<file path="src/rtl/dwt_pkg.sv">
// rtl/dwt_pkg.sv - shared constants and scheduler state type for the DWT line scheduler
package dwt_pkg;

    // Sample width from data_gen and default line geometry.
    localparam int DW_DEF       = 9;
    localparam int LINE_LEN_DEF = 64;
    localparam int LINES_DEF    = 64;

    typedef enum logic [1:0] {
        IDLE  = 2'd0,
        START = 2'd1,
        WAIT  = 2'd2
    } sched_state_t;

endpackage

</file>
<file path="src/rtl/dwt_line_writer.sv">
// rtl/dwt_line_writer.sv - packs the sample stream into the ping-pong line buffer
//
// Purpose: owns wr_ptr, wr_bank and the sticky overflow flag; drives the
// registered buffer write port. A sample is accepted only when the bank it
// would land in is not full; otherwise it is dropped and flagged.
// Ports:
//   clk, rstn          clock, asynchronous active-low reset
//   i_valid, i_data    sample strobe and data from data_gen
//   i_bank_full[1:0]   per-bank full flags held by the scheduler
//   o_bank_set         pulse: the last sample of a line is accepted this cycle
//   o_set_bank         bank that o_bank_set refers to
//   o_we/o_wbank/o_waddr/o_wdata   registered line-buffer write port
//   o_overflow         sticky overrun flag
module dwt_line_writer
    import dwt_pkg::*;
#(
    parameter  int DW       = DW_DEF,
    parameter  int LINE_LEN = LINE_LEN_DEF,
    localparam int AW       = $clog2(LINE_LEN)
) (
    input  logic          clk,
    input  logic          rstn,
    input  logic          i_valid,
    input  logic [DW-1:0] i_data,
    input  logic [1:0]    i_bank_full,
    output logic          o_bank_set,
    output logic          o_set_bank,
    output logic          o_we,
    output logic          o_wbank,
    output logic [AW-1:0] o_waddr,
    output logic [DW-1:0] o_wdata,
    output logic          o_overflow
);

    logic [AW-1:0] r_wr_ptr;
    logic          r_wr_bank;
    logic          r_we;
    logic          r_wbank;
    logic [AW-1:0] r_waddr;
    logic [DW-1:0] r_wdata;
    logic          r_overflow;

    logic w_full;
    logic w_accept;
    logic w_last;

    assign w_full   = i_bank_full[r_wr_bank];
    assign w_accept = i_valid && !w_full;
    assign w_last   = (r_wr_ptr == AW'(LINE_LEN - 1));

    // Combinational so the scheduler marks the bank full on the same edge
    // that the final sample is accepted.
    assign o_bank_set = w_accept && w_last;
    assign o_set_bank = r_wr_bank;

    always_ff @(posedge clk or negedge rstn) begin
        if (!rstn) begin
            r_wr_ptr   <= '0;
            r_wr_bank  <= 1'b0;
            r_we       <= 1'b0;
            r_wbank    <= 1'b0;
            r_waddr    <= '0;
            r_wdata    <= '0;
            r_overflow <= 1'b0;
        end else begin
            r_we <= w_accept;
            if (w_accept) begin
                r_wbank  <= r_wr_bank;
                r_waddr  <= r_wr_ptr;
                r_wdata  <= i_data;
                // LINE_LEN is a power of two, so the pointer wraps by itself.
                r_wr_ptr <= r_wr_ptr + AW'(1);
                if (w_last) begin
                    r_wr_bank <= ~r_wr_bank;
                end
            end
            if (i_valid && w_full) begin
                r_overflow <= 1'b1;
            end
        end
    end

    assign o_we       = r_we;
    assign o_wbank    = r_wbank;
    assign o_waddr    = r_waddr;
    assign o_wdata    = r_wdata;
    assign o_overflow = r_overflow;

endmodule

</file>
<file path="src/rtl/dwt_line_sched.sv">
// rtl/dwt_line_sched.sv - ping-pong line scheduler between data_gen and the DWT core
//
// Purpose: fills two line-buffer banks from the sample stream and hands each
// full bank to the DWT core with a start/done handshake; tracks line index,
// frame completion and overruns.
// Ports:
//   clk, rstn                          clock, asynchronous active-low reset
//   in_valid, in_data                  sample stream (no backpressure)
//   buf_we/buf_wbank/buf_waddr/buf_wdata   line-buffer write port
//   dwt_start, dwt_bank, dwt_done      core handshake
//   line_idx                           line owned by / next handed to the core
//   frame_done                         pulse with the done of the last line
//   busy                               scheduler not idle
//   overflow                           sticky overrun flag
module dwt_line_sched
    import dwt_pkg::*;
#(
    parameter  int DW       = DW_DEF,
    parameter  int LINE_LEN = LINE_LEN_DEF,
    parameter  int LINES    = LINES_DEF,
    localparam int AW       = $clog2(LINE_LEN),
    localparam int LW       = $clog2(LINES)
) (
    input  logic          clk,
    input  logic          rstn,
    input  logic          in_valid,
    input  logic [DW-1:0] in_data,
    output logic          buf_we,
    output logic          buf_wbank,
    output logic [AW-1:0] buf_waddr,
    output logic [DW-1:0] buf_wdata,
    output logic          dwt_start,
    output logic          dwt_bank,
    input  logic          dwt_done,
    output logic [LW-1:0] line_idx,
    output logic          frame_done,
    output logic          busy,
    output logic          overflow
);

    sched_state_t  r_state;
    sched_state_t  w_state_nxt;
    logic [1:0]    r_bank_full;
    logic [1:0]    w_bank_full_nxt;
    logic          r_rd_bank;
    logic [LW-1:0] r_line_idx;

    logic w_bank_set;
    logic w_set_bank;
    logic w_release;
    logic w_last_line;

    dwt_line_writer #(
        .DW       (DW),
        .LINE_LEN (LINE_LEN)
    ) u_writer (
        .clk         (clk),
        .rstn        (rstn),
        .i_valid     (in_valid),
        .i_data      (in_data),
        .i_bank_full (r_bank_full),
        .o_bank_set  (w_bank_set),
        .o_set_bank  (w_set_bank),
        .o_we        (buf_we),
        .o_wbank     (buf_wbank),
        .o_waddr     (buf_waddr),
        .o_wdata     (buf_wdata),
        .o_overflow  (overflow)
    );

    assign w_release   = (r_state == WAIT) && dwt_done;
    assign w_last_line = (r_line_idx == LW'(LINES - 1));

    // The writer never targets a full bank, so a set and a release in the
    // same cycle always hit different bits and both are applied.
    always_comb begin
        w_bank_full_nxt = r_bank_full;
        if (w_bank_set) begin
            w_bank_full_nxt[w_set_bank] = 1'b1;
        end
        if (w_release) begin
            w_bank_full_nxt[r_rd_bank] = 1'b0;
        end
    end

    always_comb begin
        w_state_nxt = r_state;
        dwt_start   = 1'b0;
        case (r_state)
            IDLE: begin
                if (r_bank_full[r_rd_bank]) begin
                    w_state_nxt = START;
                end
            end
            START: begin
                dwt_start   = 1'b1;
                w_state_nxt = WAIT;
            end
            WAIT: begin
                if (dwt_done) begin
                    w_state_nxt = IDLE;
                end
            end
            default: w_state_nxt = IDLE;
        endcase
    end

    always_ff @(posedge clk or negedge rstn) begin
        if (!rstn) begin
            r_state     <= IDLE;
            r_bank_full <= 2'b00;
            r_rd_bank   <= 1'b0;
            r_line_idx  <= '0;
        end else begin
            r_state     <= w_state_nxt;
            r_bank_full <= w_bank_full_nxt;
            if (w_release) begin
                r_rd_bank  <= ~r_rd_bank;
                r_line_idx <= w_last_line ? '0 : r_line_idx + LW'(1);
            end
        end
    end

    assign dwt_bank   = r_rd_bank;
    assign line_idx   = r_line_idx;
    assign frame_done = w_release && w_last_line;
    assign busy       = (r_state != IDLE);

endmodule

</file>
<file path="config.mk">
export PLATFORM = sky130hd
export DESIGN_NAME = dwt_line_sched
export DESIGN_NICKNAME = d
export VERILOG_FILES = /design/src/rtl/dwt_pkg.sv /design/src/rtl/dwt_line_writer.sv /design/src/rtl/dwt_line_sched.sv
export SDC_FILE = /design/constraint.sdc
export NUM_CORES = 1
export LEC_CHECK = 0
export CAP_MARGIN = 30
export CORE_UTILIZATION = 48
export CTS_CLUSTER_SIZE = 16
export DETAILED_ROUTE_END_ITERATION = 16
export GPL_ROUTABILITY_DRIVEN = 0
export PLACE_DENSITY = 0.87
export RECOVER_POWER = 50
export REMOVE_ABC_BUFFERS = 1
export SYNTH_ARGS = -nofsm -noshare
export SYNTH_HDL_FRONTEND = slang
export SYNTH_SLANG_ARGS = --single-unit
</file>
<file path="constraint.sdc">
create_clock -name clk -period 1.7 [get_ports clk]
set_input_delay 0.17 -clock clk [delete_from_list [all_inputs] [get_ports clk]]
set_output_delay 0.17 -clock clk [all_outputs]
set_load 0.005 [all_outputs]
</file>
== After elaboration in Yosys (flattened, before gate mapping) ==
Cells that the tools add are included.

* Output and inout port bits: 28
* Register bits: 36
* Logic and storage cells: 55
* Input bits: 13

* Equal/unequal tests: 6
* $add $sub $neg: 2
* Reduce and logical (&&, ||, !) cells: 12
* Mux-type cells: 15
* Bitwise logic cells: 5
* $lt $le $gt $ge: 4

{| class="wikitable"
|+ Operators by type and width
! cell !! count
|-
| 6-bit by 1-bit adder with 6-bit output, second input constant || 2
|-
| 6-bit equality test, second input constant || 2
|-
| 2-bit two-way mux || 4
|-
| 1-bit logical AND || 7
|-
| 1-bit two-way mux || 7
|-
| 6-bit two-way mux || 1
|-
| 2-bit one-hot mux with 3 select lines || 1
|-
| 1-bit by 2-bit < comparator with 1-bit output, second input constant || 2
|-
| 2-bit != test, second input constant || 2
|-
| 2-bit AND reduction || 2
|-
| 2-bit AND || 1
|-
| 1-bit demux with 1-bit select || 2
|-
| 2-bit by 1-bit equality test with 1-bit output, second input constant || 1
|-
| 2-bit equality test, second input constant || 1
|-
| 1-bit greater-or-equal comparator, second input constant || 2
|-
| 2-bit zero test || 1
|-
| 1-bit inverter || 2
|-
| 2-bit inverter || 1
|-
| 2-bit bitwise OR || 1
|-
| 2-bit nonzero test || 1
|-
| 1-bit zero test || 1
|}

== Depth between registers and ports, before layout ==
* Depth after elaboration: 8
* Gate-level depth with buffers: 5
* Gate-level depth less buffers: 4

== Hierarchy ==
From an unflattened synthesis, not the netlist that was laid out.

* Cell total of the unflattened synthesis: 117
* Area, all modules: 1552.7 sq um

{| class="wikitable"
|+ Modules (own cells, without submodules)
! module !! sequential area each (sq um) !! area an instance (sq um) !! cells an instance !! times used
|-
| dwt_line_writer || 625.6 || 1034.7 || 69 || 1
|-
| dwt_line_sched || 275.3 || 518.0 || 48 || 1
|}

== Worst setup path before layout ==
Ideal clock, no wire load.

* Path kind: reg-to-reg
* From: register u_writer.r_wr_bank (netlist: u_writer.o_set_bank)
* To: register u_writer.r_waddr[5] (netlist: u_writer.o_waddr[5])
* Required time: 1.575 ns
* Stages on the path, launching flop included: 6
* Library setup time: 0.125 ns
* Path buffers: 2
* Clock period less this slack: 1.397 ns
* Slack: 0.303 ns
* Arrival: 1.272 ns
* Cells stage by stage: dfrtp_1 buf_6 mux2i_4 nand2_4 buf_6 mux2_4

* Word-level cells in the longest chain between the ends: 4

{| class="wikitable"
|+ RTL lines
! item !! line !! text
|-
| start: declaration || dwt_line_writer.sv:36 || <nowiki>logic r_wr_bank;</nowiki>
|-
| start signal: assignment || dwt_line_writer.sv:74 || <nowiki>r_wr_bank <= ~r_wr_bank;</nowiki>
|-
| 1-bit two-way mux (implied by the code) (2 in series) || dwt_line_writer.sv:47 || <nowiki>assign w_full = i_bank_full[r_wr_bank];</nowiki>
|-
| 1-bit zero test || dwt_line_writer.sv:48 || <nowiki>assign w_accept = i_valid && !w_full;</nowiki>
|-
| 1-bit logical AND || dwt_line_writer.sv:48 ||
|-
| end signal: assignment || dwt_line_writer.sv:69 || <nowiki>r_waddr <= r_wr_ptr;</nowiki>
|-
| end: declaration || dwt_line_writer.sv:39 || <nowiki>logic [AW-1:0] r_waddr;</nowiki>
|}

Every way passes these cells. The select of a mux whose other input is x is not followed.
A chain may end at the register's enable or synchronous reset.

== Final worst setup path ==
* From: register r_state[0]
* To: output port dwt_start

* Word-level cells in the longest chain between the ends: 2

{| class="wikitable"
|+ RTL lines
! item !! line !! text
|-
| start: declaration || dwt_line_sched.sv:41 || <nowiki>sched_state_t r_state;</nowiki>
|-
| start signal: assignment || dwt_line_sched.sv:115 || <nowiki>r_state <= w_state_nxt;</nowiki>
|-
| 2-bit by 1-bit equality test with 1-bit output || dwt_line_sched.sv:89 || <nowiki>case (r_state)</nowiki>
|-
| 1-bit two-way mux || dwt_line_sched.sv:89 ||
|-
| end: declaration || dwt_line_sched.sv:32 || <nowiki>output logic dwt_start,</nowiki>
|}

Every way passes these cells.

==> impl_metrics.toml <==
[outcome]
status = "finished clean"

[finish]
multi_input_area_um2 = 659
fillCellCount = 243
diodes = 0
drive_gt1_frac = 0.234
synthToLayoutAreaGrowth_pct = 37.1
nets = 190
seqCellArea_um2 = 901
finalNonFillerCells = 219
final_common_cell = "clkdlybuf4s50_1"
finish.instance_area_um2 = 2160
final_cell_mix = "37 x clkdlybuf4s50_1, 36 x dfrtp_1, 8 x mux2_4, 8 x nand2_1, 8 x mux2_2"

[global_routing]
gr-total-overflow = 0
grt_start_max_net_pins = 37
grt_use_total = 0.204
grt_pass1_wl_um = 5080
grt_pass1_vias = 1092
antenna_found_initial = 0

[yosys]
synth_edf_count = 0
synthMuxAreaShare = 0.161
seq_area_frac_synth = 0.572
ys.warnings.count = 0
synthXorXnorAreaFrac = 0.0501
synth_simple_gate_area_frac = 0.132
ys_seq_elements = 36
synthCells = 121
avgSynthCellArea_um2 = 13.0
synth_cell_types = 33
synth_ff_type = "dfrtp_1"
synthAdderAreaFrac = 0.0159
synth_area_um2 = 1570
async_reset_ff_frac = 1.00
synth_compound_area_frac = 0.0437
synth_top_family_by_area = "multiplexers"

[sta]
worst_pin_slew_ps = 865
min_period_ps = 1630
rsz0062_at_grt = "no"
hold_viol_final = 0
slew-limit-headroom = 0.423
fin_crit_sh = 0.959
fmax_mhz = 613
final-setup-viol-count = 0
fin_worst_skew_ps = 3.92
maxSlewViolCount = 0
timing.setup.tns_ps = 0

[detailed_routing]
vias = 1103
ant_nets = 0
viasPerCell = 5.04
wl_um = 3120
avgRoutedWirePerCell_um = 14.3
drc_errors = 0
dr.pass1.iters = 4
drt_iter0_drc = 23

[clocking]
cts_sinks = 36
cts_tree = "built"
clkTransAtPathRegs_ps = 100
clock_latency_ps = 340
h-tree-depth = 2
cts_buffers = 5
ctsLongestPathBuffers = 2
clock-root-buffer = "clkbuf_4"
cts-hold-fix-buffers = 0

[power_and_ir_drop]
powerDensity_nw_per_um2 = 1320
ir_worst_vdd_mv = 0.910
p_leak_nw = 0.985

[placement]
dp.cells = 209
io_buffers = 40
dp_hpwl_um = 2120
place_area_um2 = 2060

[setup_path]
slowest_stage = "clkdlybuf4s50_1"
cp_num_buf_inv = 1
path_cells = "nor2b_2, clkdlybuf4s50_1"
r2r-end = "u_writer.o_wdata[2]"
arrival_ps = 1460
worst_path_largest_cell_delay_ps = 520
cp.depth = 2
worstPathRequired_ps = 1530
r2r-start = "u_writer.o_set_bank"
startpoint = "r_state[0]"
endpoint = "dwt_start"
r2r_cells = 3
cp_max_fo = 5
worstSetupPathType = "flip-flop to primary output"
cp_top_family = "buffers and inverters"
r2r_slack_ps = 150
crit_path_start_kind = "flip-flop"
critPathCaptureType = "primary output"

[floorplanning]
ioPinCount = 41
dieArea_um2 = 3510
row_count = 20
floorplan.initialDensity = 0.511
core-area_um2 = 3080
die_h_um = 59.3
die_w_um = 59.3

[run]
drv_cap = 0

[hold_path]
hp-class = "primary input to flip-flop"
[worst reg2reg max path: stages (launching register included)]
cell and delay (ps):
dfrtp_1 520, mux2i_4 350, nand2_4 210, mux2_4 360
[area by class of cell]
cell class / count / share of cell area
Clock buffer: 7 / 0.0301
Inverter: 2 / 0.00348
Multi-Input combinational cell: 79 / 0.306
Sequential cell: 36 / 0.417
Tap cell: 44 / 0.0255
Timing Repair Buffer: 51 / 0.218
[layer usage]
layer,track usage,vias to the layer above,part of all wire,wire length (µm)
li1,-,528,-,-
met1,0.242,525,0.39,1230
met2,0.319,39,0.51,1590
met3,0.0873,11,0.064,201
met4,0.0986,0,0.033,104
met5,0,-,0,0
[cells in the mapped netlist (2+ instances only)]
cell / number / share of area
mux2_2: 9 / 0.064
xor2_1: 2 / 0.011
nand2b_1: 2 / 0.0079
dfrtp_1: 36 / 0.57
and2_1: 2 / 0.0079
inv_1: 2 / 0.0048
mux2_4: 8 / 0.076
xnor2_1: 7 / 0.039
and3_1: 3 / 0.012
ha_1: 2 / 0.016
o21ai_0: 3 / 0.0095
or2_2: 2 / 0.0079
nand3_1: 5 / 0.016
a21oi_1: 3 / 0.0095
nand2_1: 8 / 0.019
nor2_1: 5 / 0.012
buf_6: 2 / 0.014
o31ai_1: 2 / 0.0095
nand4_1: 4 / 0.016
[sequential cells by signal (all words and copies together) (netlist names), 2 cells and up]
name and flops:
u_writer.o_waddr 6, r_state 2, u_writer.r_wr_ptr 6, line_idx 6, r_bank_full 2, u_writer.o_wdata 9
[kinds of logic (layout without fill, tap and decap cells)]
logic type                 after synthesis  count (layout)
AOI/OAI and AO/OA                       11              11
xor gates and xnor gates                 9               9
adders and majority gates                2               2
buffers and inverters                    6              60
DFF                                     36              36
muxes                                   19              19
and+or+nand+nor                         38              38
[repair_timing]
item | in CTS | in global routing
pin swaps | 1 | 1
buffers inserted | 3 | 0
endpoints found under the setup margin | 2 | 3
gates resized for setup | 4 | 5
gates cloned | 0 | 0
[power breakdown]
group	switching (W)	total, W	internal [W]
Combinational	0.000346	0.00101	0.000667
Sequential	0.000230	0.00134	0.00111
Clock	0.000264	0.000499	0.000234
[metrics by stage]
step           power [W]  hold slack (ps)  setup slack, ps  utilization
2_1_floorplan    0.00179             -126              291            -
3_3_place_gp     0.00230              440             91.3        0.669
3_5_place_dp     0.00235              453             92.3        0.669
4_1_cts          0.00289              241             3.29        0.702
5_1_grt          0.00306              421             6.25        0.701
6_report         0.00285              439             69.5        0.701
[how the worst min path moves through the flow]
stage,start,depth (start not counted),slack (ps),to
final,in_data[5],2,440,u_writer.o_wdata[5]
after global routing,in_data[8],2,420,u_writer.o_wdata[8]
after CTS,rstn,2,240,u_writer.o_waddr[3]
after detailed placement,u_writer.o_overflow,1,450,u_writer.o_overflow
after global placement,u_writer.o_overflow,1,440,u_writer.o_overflow
after floorplan,rstn,0,-130,dwt_bank
Note: power is estimated with default switching activity, not from simulation.
